### src/rtl/msk_ref_pkg.sv
// rtl/msk_ref_pkg.sv - shared helpers for the masked refresh pipeline
package msk_ref_pkg;

    // Widest sharing the lane mask helper has to cover.
    localparam int MAX_D = 16;

    // Random bits consumed per lane: one bit suffices for two shares,
    // otherwise one bit per share feeds the ring refresh.
    function automatic int nr_of(input int d);
        return (d == 2) ? 1 : d;
    endfunction

    // Zero-sum lane mask from a lane's random slice (bits above nr ignored).
    // Two shares: both shares flip by the same bit.
    // Three or more: ring refresh m[j] = r[j] ^ r[j-1 mod d], each r bit
    // enters exactly two mask bits so the XOR over the lane cancels.
    function automatic logic [MAX_D-1:0] lane_mask(input logic [MAX_D-1:0] r,
                                                   input int d);
        logic [MAX_D-1:0] one;
        logic [MAX_D-1:0] valid_bits;
        logic [MAX_D-1:0] prev;
        logic [MAX_D-1:0] m;
        one        = {{(MAX_D-1){1'b0}}, 1'b1};
        valid_bits = (one << d) - one;
        m          = '0;
        if (d == 2) begin
            m[0] = r[0];
            m[1] = r[0];
        end else begin
            // prev[j] = r[j-1] for j >= 1, prev[0] wraps to r[d-1]
            prev = ((r << 1) | ((r >> (d - 1)) & one)) & valid_bits;
            m    = (r ^ prev) & valid_bits;
        end
        return m;
    endfunction

endpackage

### src/rtl/msk_ref_mask.sv
// rtl/msk_ref_mask.sv - combinational zero-sum mask for one lane
module msk_ref_mask
    import msk_ref_pkg::*;
#(
    parameter int d  = 2,
    parameter int nr = 1
) (
    input  logic [nr-1:0] r,
    output logic [d-1:0]  m
);

    logic [MAX_D-1:0] r_ext;
    logic [MAX_D-1:0] m_ext;
    logic             unused_m_par;

    // Widen the lane's random slice to the helper width and keep d shares.
    always_comb begin
        r_ext         = '0;
        r_ext[nr-1:0] = r;
        m_ext         = lane_mask(r_ext, d);
        m             = m_ext[d-1:0];
    end

    // Upper helper bits are always zero; fold them so nothing dangles.
    assign unused_m_par = ^m_ext;

endmodule

### src/rtl/msk_ref_pipe.sv
// rtl/msk_ref_pipe.sv - one-stage share refresh with registered randomness
module msk_ref_pipe
    import msk_ref_pkg::*;
#(
    parameter int d     = 2,
    parameter int nbits = 1,
    parameter int CNT_W = 16
) (
    (* fv_type = "clock" *)
    input  logic                     clk,
    input  logic                     rst,
    input  logic                     in_valid,
    output logic                     in_ready,
    (* fv_type = "sharing" *)
    input  logic [nbits*d-1:0]       in,
    input  logic                     rnd_valid,
    output logic                     rnd_ready,
    (* fv_type = "random" *)
    input  logic [nbits*nr_of(d)-1:0] rnd,
    output logic                     out_valid,
    input  logic                     out_ready,
    (* fv_type = "sharing" *)
    output logic [nbits*d-1:0]       out,
    output logic [CNT_W-1:0]         n_done
);

    localparam int nr = nr_of(d);

    logic [nbits*d-1:0] mask_new;

    (* keep = "true", preserve = "true" *)
    logic [nbits*d-1:0] mask_buf_q;
    logic [nbits*d-1:0] mask_buf_d;
    logic               mask_full_q;
    logic               mask_full_d;
    (* keep = "true", preserve = "true" *)
    logic [nbits*d-1:0] out_q;
    logic [nbits*d-1:0] out_d;
    logic               out_valid_q;
    logic               out_valid_d;
    logic [CNT_W-1:0]   n_done_q;
    logic [CNT_W-1:0]   n_done_d;

    logic in_fire;
    logic rnd_fire;
    logic out_fire;

    // One mask generator per lane; the result only ever lands in the buffer.
    for (genvar i = 0; i < nbits; i++) begin : g_lane
        msk_ref_mask #(
            .d  (d),
            .nr (nr)
        ) u_mask (
            .r (rnd[i*nr +: nr]),
            .m (mask_new[i*d +: d])
        );
    end

    // Input acceptance depends only on registered state, never on valids.
    assign in_ready  = mask_full_q && (!out_valid_q || out_ready);
    assign in_fire   = in_valid && in_ready;
    assign rnd_ready = !mask_full_q || in_fire;
    assign rnd_fire  = rnd_valid && rnd_ready;
    assign out_fire  = out_valid_q && out_ready;

    // Next-state: refill/consume the mask buffer, load output, count drains.
    always_comb begin
        mask_buf_d  = mask_buf_q;
        mask_full_d = mask_full_q;
        out_d       = out_q;
        out_valid_d = out_valid_q;
        n_done_d    = n_done_q;

        // Consume first so a same-cycle reload keeps the buffer full.
        if (in_fire) begin
            mask_full_d = 1'b0;
        end
        if (rnd_fire) begin
            mask_buf_d  = mask_new;
            mask_full_d = 1'b1;
        end

        // The applied mask is the buffered one, never this cycle's rnd.
        if (in_fire) begin
            out_d       = in ^ mask_buf_q;
            out_valid_d = 1'b1;
        end else if (out_fire) begin
            out_valid_d = 1'b0;
        end

        if (out_fire && (n_done_q != {CNT_W{1'b1}})) begin
            n_done_d = n_done_q + {{(CNT_W-1){1'b0}}, 1'b1};
        end
    end

    // State registers; reset wins over any handshake in the same cycle.
    always_ff @(posedge clk) begin
        if (rst) begin
            mask_buf_q  <= '0;
            mask_full_q <= 1'b0;
            out_q       <= '0;
            out_valid_q <= 1'b0;
            n_done_q    <= '0;
        end else begin
            mask_buf_q  <= mask_buf_d;
            mask_full_q <= mask_full_d;
            out_q       <= out_d;
            out_valid_q <= out_valid_d;
            n_done_q    <= n_done_d;
        end
    end

    assign out       = out_q;
    assign out_valid = out_valid_q;
    assign n_done    = n_done_q;

endmodule

### config.mk
export PLATFORM = sky130hd
export DESIGN_NAME = msk_ref_pipe
export DESIGN_NICKNAME = d
export VERILOG_FILES = /design/src/rtl/msk_ref_pkg.sv /design/src/rtl/msk_ref_mask.sv /design/src/rtl/msk_ref_pipe.sv
export SDC_FILE = /design/constraint.sdc
export NUM_CORES = 1
export LEC_CHECK = 0
export ABC_AREA = 1
export CORE_ASPECT_RATIO = 0.8
export CORE_UTILIZATION = 48
export CTS_CLUSTER_DIAMETER = 60
export DETAILED_ROUTE_END_ITERATION = 12
export HOLD_SLACK_MARGIN = 0.08
export PLACE_DENSITY = 0.89
export SLEW_MARGIN = 15
export SYNTH_ARGS = -nofsm -noshare
export SYNTH_HDL_FRONTEND = slang
export SYNTH_SLANG_ARGS = --single-unit
export TNS_END_PERCENT = 30
### constraint.sdc
create_clock -name clk -period 1.49 [get_ports clk]
set_input_delay 0.298 -clock clk [delete_from_list [all_inputs] [get_ports clk]]
set_output_delay 0.298 -clock clk [all_outputs]
set_load 0.05 [all_outputs]
# --- After elaboration in Yosys (flattened, before gate mapping) ---
# Index checks and enable logic that the tools add are counted.
totals:
  register_bits: 21
  elab_cells: 23
classes:
  n_reduce_logical: 11
  bitwise_logic: 1
  eq_ne: 1
  mux: 4
  addsub: 1
op_table:
  columns: ["cell", "n"]
  rows:
  - ["$add 16x1->16 const B", 1]
  - ["$ne 16x16->1 const B", 1]
  - ["$logic_and 1x1->1", 5]
  - ["$mux 1", 4]
  - ["$reduce_bool 2->1", 2]
  - ["$logic_not 1->1", 2]
  - ["$logic_or 1x1->1", 2]
  - ["$xor 2x2->2", 1]

# --- Depth between registers and ports, before layout ---
# Gate-level depths: netlist of the first run.
logic_depth:
  depth_word: 7
  ltp_mapped: 9

# --- Modules after synthesis ---
# A second synthesis of the first run with hierarchy kept.
unflattened:
  hier_cells: 189
  area_unflattened_um2: 1268.7
by_module_without_submodules:
  columns: ["mod", "area_per_inst_um2", "seq_area_each_um2", "cells_each", "n_inst"]
  rows:
  - ["msk_ref_pipe", 1253.7, 440.4, 187, 1]
  - ["msk_ref_mask", 15.0, 0.0, 2, 1]

# --- Worst setup path before layout of the first run ---
# OpenSTA, ideal clock, no wires.
synth_timing:
  kind: "register -> register"
  start: "register out_valid_q, in the netlist out_valid"
  end: "register, netlist name mask_buf_q[0]"
  setup_slack_ps: -802
  synth_period_minus_slack_ps: 2292
  path_stages_with_launch: 9
  setup_ps: 118
  arrival_ps: 2173
  n_path_buf: 0
  cell_sequence: "dfxtp_1 nand2_1 inv_1 nor2_1 nand2_1 nand2_1 nand2_1 nand2_1 a21oi_1"
synth_via:
  elab_chain_cells: 6
synth_lines:
  columns: ["item", "line_no", "source"]
  rows:
  - ["start: declaration", "msk_ref_pipe.sv:39", "logic out_valid_q;"]
  - ["start signal: assignment", "msk_ref_pipe.sv:108", "out_valid_q <= out_valid_d;"]
  - ["$logic_not 1->1", "msk_ref_pipe.sv:60", "assign in_ready = mask_full_q && (!out_valid_q || out_ready);"]
  - ["$logic_or 1x1->1", "msk_ref_pipe.sv:60", null]
  - ["$logic_and 1x1->1", "msk_ref_pipe.sv:60", null]
  - ["named net in_ready", "msk_ref_pipe.sv:13", "output logic in_ready,"]
  - ["$logic_and 1x1->1", "msk_ref_pipe.sv:61", "assign in_fire = in_valid && in_ready;"]
  - ["$logic_or 1x1->1", "msk_ref_pipe.sv:62", "assign rnd_ready = !mask_full_q || in_fire;"]
  - ["named net rnd_ready", "msk_ref_pipe.sv:17", "output logic rnd_ready,"]
  - ["$logic_and 1x1->1", "msk_ref_pipe.sv:63", "assign rnd_fire = rnd_valid && rnd_ready;"]
# The timed path passes the listed nets, and every way through them passes these cells.
# A chain may end at the register's enable or synchronous reset.

# --- Final worst setup path of the first run ---
layout_timing:
  start: "register n_done_q[1], in the netlist n_done[1]"
  end: "register n_done_q[8], in the netlist n_done[8]"
layout_via:
  elab_chain_cells: 2
  elab_cells_between_ends: 3
  classes_between: "add/sub (1); eq/ne (1); reduce/logical (1)"
layout_lines:
  columns: ["item", "line_no", "source"]
  rows:
  - ["start: declaration", "msk_ref_pipe.sv:41", "logic [CNT_W-1:0] n_done_q;"]
  - ["start signal: assignment", "msk_ref_pipe.sv:109", "n_done_q <= n_done_d;"]
  - ["branches (longest 2 deep; another with $add 16x1->16)", null, null]
# Several ways; the timed one is not identified.

==> impl_metrics.csv, run 1 <==
group,metric,value,unit
pwr,power_density,577,nW/um^2
timing,slew_headroom,76.2,%
layout,drive_above_1_share,34.2,%
clock_network,insertion_delay,0.31,ns
global_routing,grt_first_pass_wirelength,4.95,mm
hold_path,worst_hold_path_type,"flip-flop to flip-flop",
timing,layout_min_cycle_time,1.57,ns
timing,skew,0.00730,ns
pwr,swShare,27.8,%
timing,rsz0062_at_grt,"yes",
clock_network,cts_tree,"yes",
synthesis,synth_warnings,0,
route,wl,3.74,mm
synthesis,synthCells,179,
global_routing,gr-usage-all-layers,24.8,%
floorplanning,ioPinCount,29,
timing,worst_pin_slew,0.356,ns
timing,setup_viol,5,
floorplanning,dieArea,2570,sq um
pwr,leakagePower,0.750,nW
layout,fillers,111,
setup_path,cp.required,1.74,ns
timing,fin_ws,-0.0814,ns
layout,fin_area,1860,sq um
clock_network,clk_pin_slew_worst_paths,0.12,ns
global_routing,grt_pass1_vias,1131,
pwr,p_switching,299,uW
pwr,pwr-share-clk,26.9,%
flow_run,cap_violations,0,
timing,maxSlewViolCount,0,
floorplanning,start_util,51.8,%
pwr,combPwrFrac,19.0,%
clock_network,cts_buffers,3,
route,vias,1386,
placement,gp_congestion,0.834,
floorplanning,core,2200,sq um
floorplanning,row_count,15,
clock_network,htreeDepth,1,
timing,holdWs,0.517,ns
setup_path,critPathKind,"flip-flop to flip-flop",
synthesis,netlist_area,1140,sq um
clock_network,clockRootBuffer,"clkbuf_4",
pwr,p_total,1.07,mW
pwr,ir_drop,0.656,mV
route,drt-initial-drc-count,73,
synthesis,syn_avg_cell_area,6.35,sq um
global_routing,grt_start_max_net_pins,17,
layout,nNetsFinal,229,
route,drt_first_pass_iters,5,
timing,hold_viol_final,0,
floorplanning,die_h,45.5,um
setup_path,rr_worst_depth,9,
clock_network,clock_sinks,21,
pwr,pwr-share-seq,54.2,%
layout,antennaDiodeCount,0,
setup_path,cp.arrival,1.82,ns
placement,io_buffers,28,
layout,synthToLayoutAreaGrowth,63.4,%
setup_path,path_max_fanout,4,
placement,dpl_cell_area,1740,sq um
setup_path,endpoint_kind,"flip-flop",
placement,dp_hpwl,2.30,mm
global_routing,antenna_found_initial,0,
route,vias_per_cell,5.68,
run_status,status,"complete, but fails checks",
layout,instances_no_fill,244,
synthesis,syn-num-nets,188,
global_routing,grt_overflow,0,
timing,fmax,636,MHz
run_status,violations,"negative setup slack",
setup_path,ff2ff_setup_slack,-0.08,ns
timing,period_share,105,%
hold_path,min_path_cells,2,
route,drtAntennaViolNets,0,
route,drc_errors,0,
clock_network,cts_buffer_depth,2,
floorplanning,die_w,56.4,um
route,routedWlPerCell,15.3,um
setup_path,start_kind,"flip-flop",
placement,dp_cells,237,
pwr,p_int,774,uW
## critical path, stage by stage (launching register included)
cell and delay [ns]:
dfxtp_4 0.39, ha_2 0.20, inv_1 0.10, nor2_4 0.16
nand2_1 0.13, nor2_2 0.18, nor2_1 0.09, nand2_1 0.10
nand2_1 0.08, nor2_1 0.08
## registers in the layout (all words and copies together), names as in the netlist
name         flops
n_done          16
out_valid        1
out              2
mask_full_q      1
mask_buf_q       1
## layout make-up
cell class | instances | area (sq um) | share of cell area, %
well taps | 25 | 31.3 | 1.68
clock buffers | 4 | 26.3 | 1.41
multi-input cells | 134 | 657 | 35.4
repair buffers | 41 | 624 | 33.6
inverters | 19 | 71.3 | 3.84
flip-flops and latches | 21 | 448 | 24.1
## per-layer routing
metal	global-route usage, %	vias to the layer above	routed length (um)
met4	7.80	0	117
met3	4.55	23	309
met1	32.6	635	1490
met5	0	-	0
met2	41.9	86	1820
li1	-	642	-
## worst paths after layout
kind	from	end
hold / removal	mask_buf_q[0]	mask_buf_q[0]
setup / recovery	n_done[1]	n_done[8]
setup reg to reg	n_done[1]	n_done[8]
hold reg to reg	mask_buf_q[0]	mask_buf_q[0]
## layout by cell type, fill, tap and decap left out
master           instances
a21oi_1                 12
a21oi_2                  1
buf_12                  22
buf_4                   10
buf_8                    1
clkbuf_1                 1
clkbuf_16                1
clkbuf_4                 3
clkdlybuf4s50_1          6
dfxtp_1                  5
dfxtp_2                 13
dfxtp_4                  3
dlygate4sd2_1            1
ha_2                     1
inv_1                   16
inv_2                    3
nand2_1                 43
nand2_2                  5
nand2_4                  1
nand3_1                 14
nand3_2                  1
nand4_1                  1
nand4_4                  1
nor2_1                  38
nor2_2                   5
nor2_4                   4
o21ai_0                  5
xnor2_1                  2
## power by group through the flow
stage,Clock (mW),Combinational (mW),Sequential [mW]
floorplan,0,0.0828,0.605
global placement,0,0.186,0.597
detailed placement,0,0.192,0.599
CTS,0.283,0.195,0.581
global route,0.308,0.215,0.582
finish,0.288,0.204,0.581
## timing repair
item / in CTS / in global routing
setup buffers: 1 / 1
setup endpoints to repair: 7 / 15
pin swaps: 0 / 4
resized for setup: 4 / 16
hold buffers: 0 / 0
gates cloned: 0 / 1
## stage by stage
step                TNS [ns]  util (%)  setup slack (ns)
floorplan            -0.0560         -           -0.0216
global placement       -1.58      79.3            -0.165
detailed placement     -3.03      79.3            -0.225
CTS                        0      81.2           0.00584
global route          -0.899      84.6            -0.149
finish                -0.157      84.6           -0.0814
(Power assumes the default switching activity.)
==> inputs of run 2 (changes only) <==
- CAP_MARGIN: unset -> 20
- CORE_UTILIZATION: 48 -> 51
- PLACE_DENSITY: 0.89 -> 0.94
- TNS_END_PERCENT: 30 -> unset
- clock period: 1.49 -> 2 ns (I/O delays scaled with it)
==> run 2 against run 1 <==
Sequential cell count unchanged. The run now ends clean. Combinational power fell by 43%. Largest power group unchanged. Critical path type is now flip-flop to output port. Register-to-register slack gained 0.32 ns.
==> impl_metrics.csv, run 2 (same netlist as run 1, synthesis figures left out) <==
group,metric,value,unit
route,met2_length,1.23,mm
setup_path,timing.critical_path.cells,"clkdlybuf4s50_1",
layout,fillers,139,
global_routing,grt_pass1_vias,1010,
timing,slew_headroom,65.6,%
timing,period_share,97.4,%
clock_network,insertion_delay,0.31,ns
placement,io_buffers,28,
layout,utilization,75.9,%
clock_network,cts_tree,"yes",
pwr,ir_drop,0.428,mV
setup_path,critPathKind,"flip-flop to output port",
route,drtAntennaViolNets,0,
layout,antennaDiodeCount,0,
run_status,status,"completed",
pwr,pwr-share-clk,28.0,%
setup_path,critical-path-top-delay-family,"buffers and inverters",
global_routing,antenna_found_initial,0,
route,vias_per_cell,5.12,
clock_network,htreeDepth,1,
pwr,p_switching,211,uW
route,routedWlPerCell,11.1,um
setup_path,path_buf_inv,1,
floorplanning,ioPinCount,29,
pwr,pwr-share-seq,56.7,%
timing,maxSlewViolCount,0,
route,drt-initial-drc-count,28,
setup_path,crit_slowest_cell,"clkdlybuf4s50_1",
hold_path,worst_hold_path_type,"flip-flop to flip-flop",
route,wl,2.57,mm
clock_network,clk_pin_slew_worst_paths,0.12,ns
layout,seq_area,420,sq um
pwr,combPwrFrac,15.3,%
timing,layout_min_cycle_time,1.95,ns
floorplanning,row_count,14,
global_routing,gr-usage-all-layers,23.9,%
clock_network,postCtsSetupRepairBufs,0,
global_routing,grt_first_pass_wirelength,4.20,mm
timing,worst_pin_slew,0.514,ns
layout,multi_input_area,609,sq um
clock_network,hold_buffers,0,
timing,setup_viol,0,
floorplanning,core,1980,sq um
layout,final_cell_mix,"nand2_1, nor2_1, dfxtp_1",
layout,drive_above_1_share,9.62,%
timing,skew,0.00202,ns
setup_path,cp.required,1.60,ns
timing,rsz0062_at_grt,"no",
setup_path,start_kind,"flip-flop",
route,drt_first_pass_iters,4,
timing,hold_viol_final,0,
pwr,leakagePower,0.801,nW
setup_path,max_stage_delay,0.82,ns
layout,nNetsFinal,218,
route,drc_errors,0,
placement,dp_hpwl,1.97,mm
timing,tns,0,ns
floorplanning,die_w,54.8,um
pwr,p_int,553,uW
route,top_layer_used,"met3",
clock_network,cts_buffers,3,
setup_path,path_max_fanout,4,
pwr,swShare,27.7,%
setup_path,endpoint_kind,"output port",
route,drt-met1-wl,1.21,mm
clock_network,cts_resized,0,
flow_run,cap_violations,0,
clock_network,clock_sinks,21,
placement,gp_congestion,0.786,
layout,synthToLayoutAreaGrowth,32.0,%
setup_path,cp.arrival,1.55,ns
floorplanning,die_h,44.2,um
floorplanning,start_util,57.5,%
timing,fmax,514,MHz
floorplanning,dieArea,2420,sq um
clock_network,clockRootBuffer,"clkbuf_4",
clock_network,cts_buffer_depth,2,
pwr,power_density,509,nW/um^2
global_routing,grt_start_max_net_pins,21,
layout,largest_reg_flops,16,
route,wl_met3,121,um
global_routing,grt_overflow,0,
route,vias,1188,
layout,final_common_cell,"nand2_1",
run 2: power by group through the flow:
stage          clock network (mW)  logic [mW]  registers (mW)
5_1_grt                     0.231       0.125           0.435
6_report                    0.214       0.117           0.434
4_1_cts                     0.217       0.117           0.434
3_3_place_gp                    0       0.115           0.442
3_5_place_dp                    0       0.117           0.443
2_1_floorplan                   0      0.0592           0.450
run 2: path summary, 6_finish.rpt:
check / from / endpoint / slack [ns] / depth (start not counted)
setup / recovery: out_valid / out_valid / 0.05 / 1
hold / removal: n_done[1] / n_done[1] / 0.53 / 2
setup reg to reg: n_done[0] / n_done[13] / 0.24 / 6
hold reg to reg: n_done[1] / n_done[1] / 0.53 / 2
run 2: stage by stage:
step / worst slack (ns) / hold slack, ns / power (mW) / instances / area, sq um
detailed placement: 0.114 / 0.517 / 0.560 / 228 / 1440
finish: 0.0528 / 0.533 / 0.765 / 232 / 1500
floorplan: 0.0638 / 0.469 / 0.509 / 179 / 1140
global placement: 0.133 / 0.493 / 0.557 / 228 / 1440
global route: 0.0123 / 0.578 / 0.791 / 232 / 1500
CTS: 0.00129 / 0.534 / 0.769 / 232 / 1470
run 2: worst register-to-register path, delay by kind of cell (launching register included):
kind,cells,cell delay (ns)
flip-flops,1,0.42
AO/OA/AOI/OAI,1,0.29
adder cells (fa/ha/maj),1,0.20
AND/OR/NAND/NOR,3,0.68
buffers and inverters,1,0.07
run 2: final cells by class:
class                           count  share of cell area, %
Inverter                           19                   4.75
Timing Repair Buffer               30                   22.8
Sequential cell                    21                   28.0
Tap cell                           24                   2.00
Clock inverter                      1                  0.333
Multi-Input combinational cell    134                   40.6
Clock buffer                        3                   1.50
run 2: routing by layer:
| layer | vias to the layer above | global-route usage (%) |
|---|---|---|
| met5 | - | 0 |
| met4 | 0 | 4.62 |
| met3 | 0 | 7.22 |
| met2 | 24 | 39.3 |
| met1 | 549 | 30.7 |
| li1 | 615 | - |
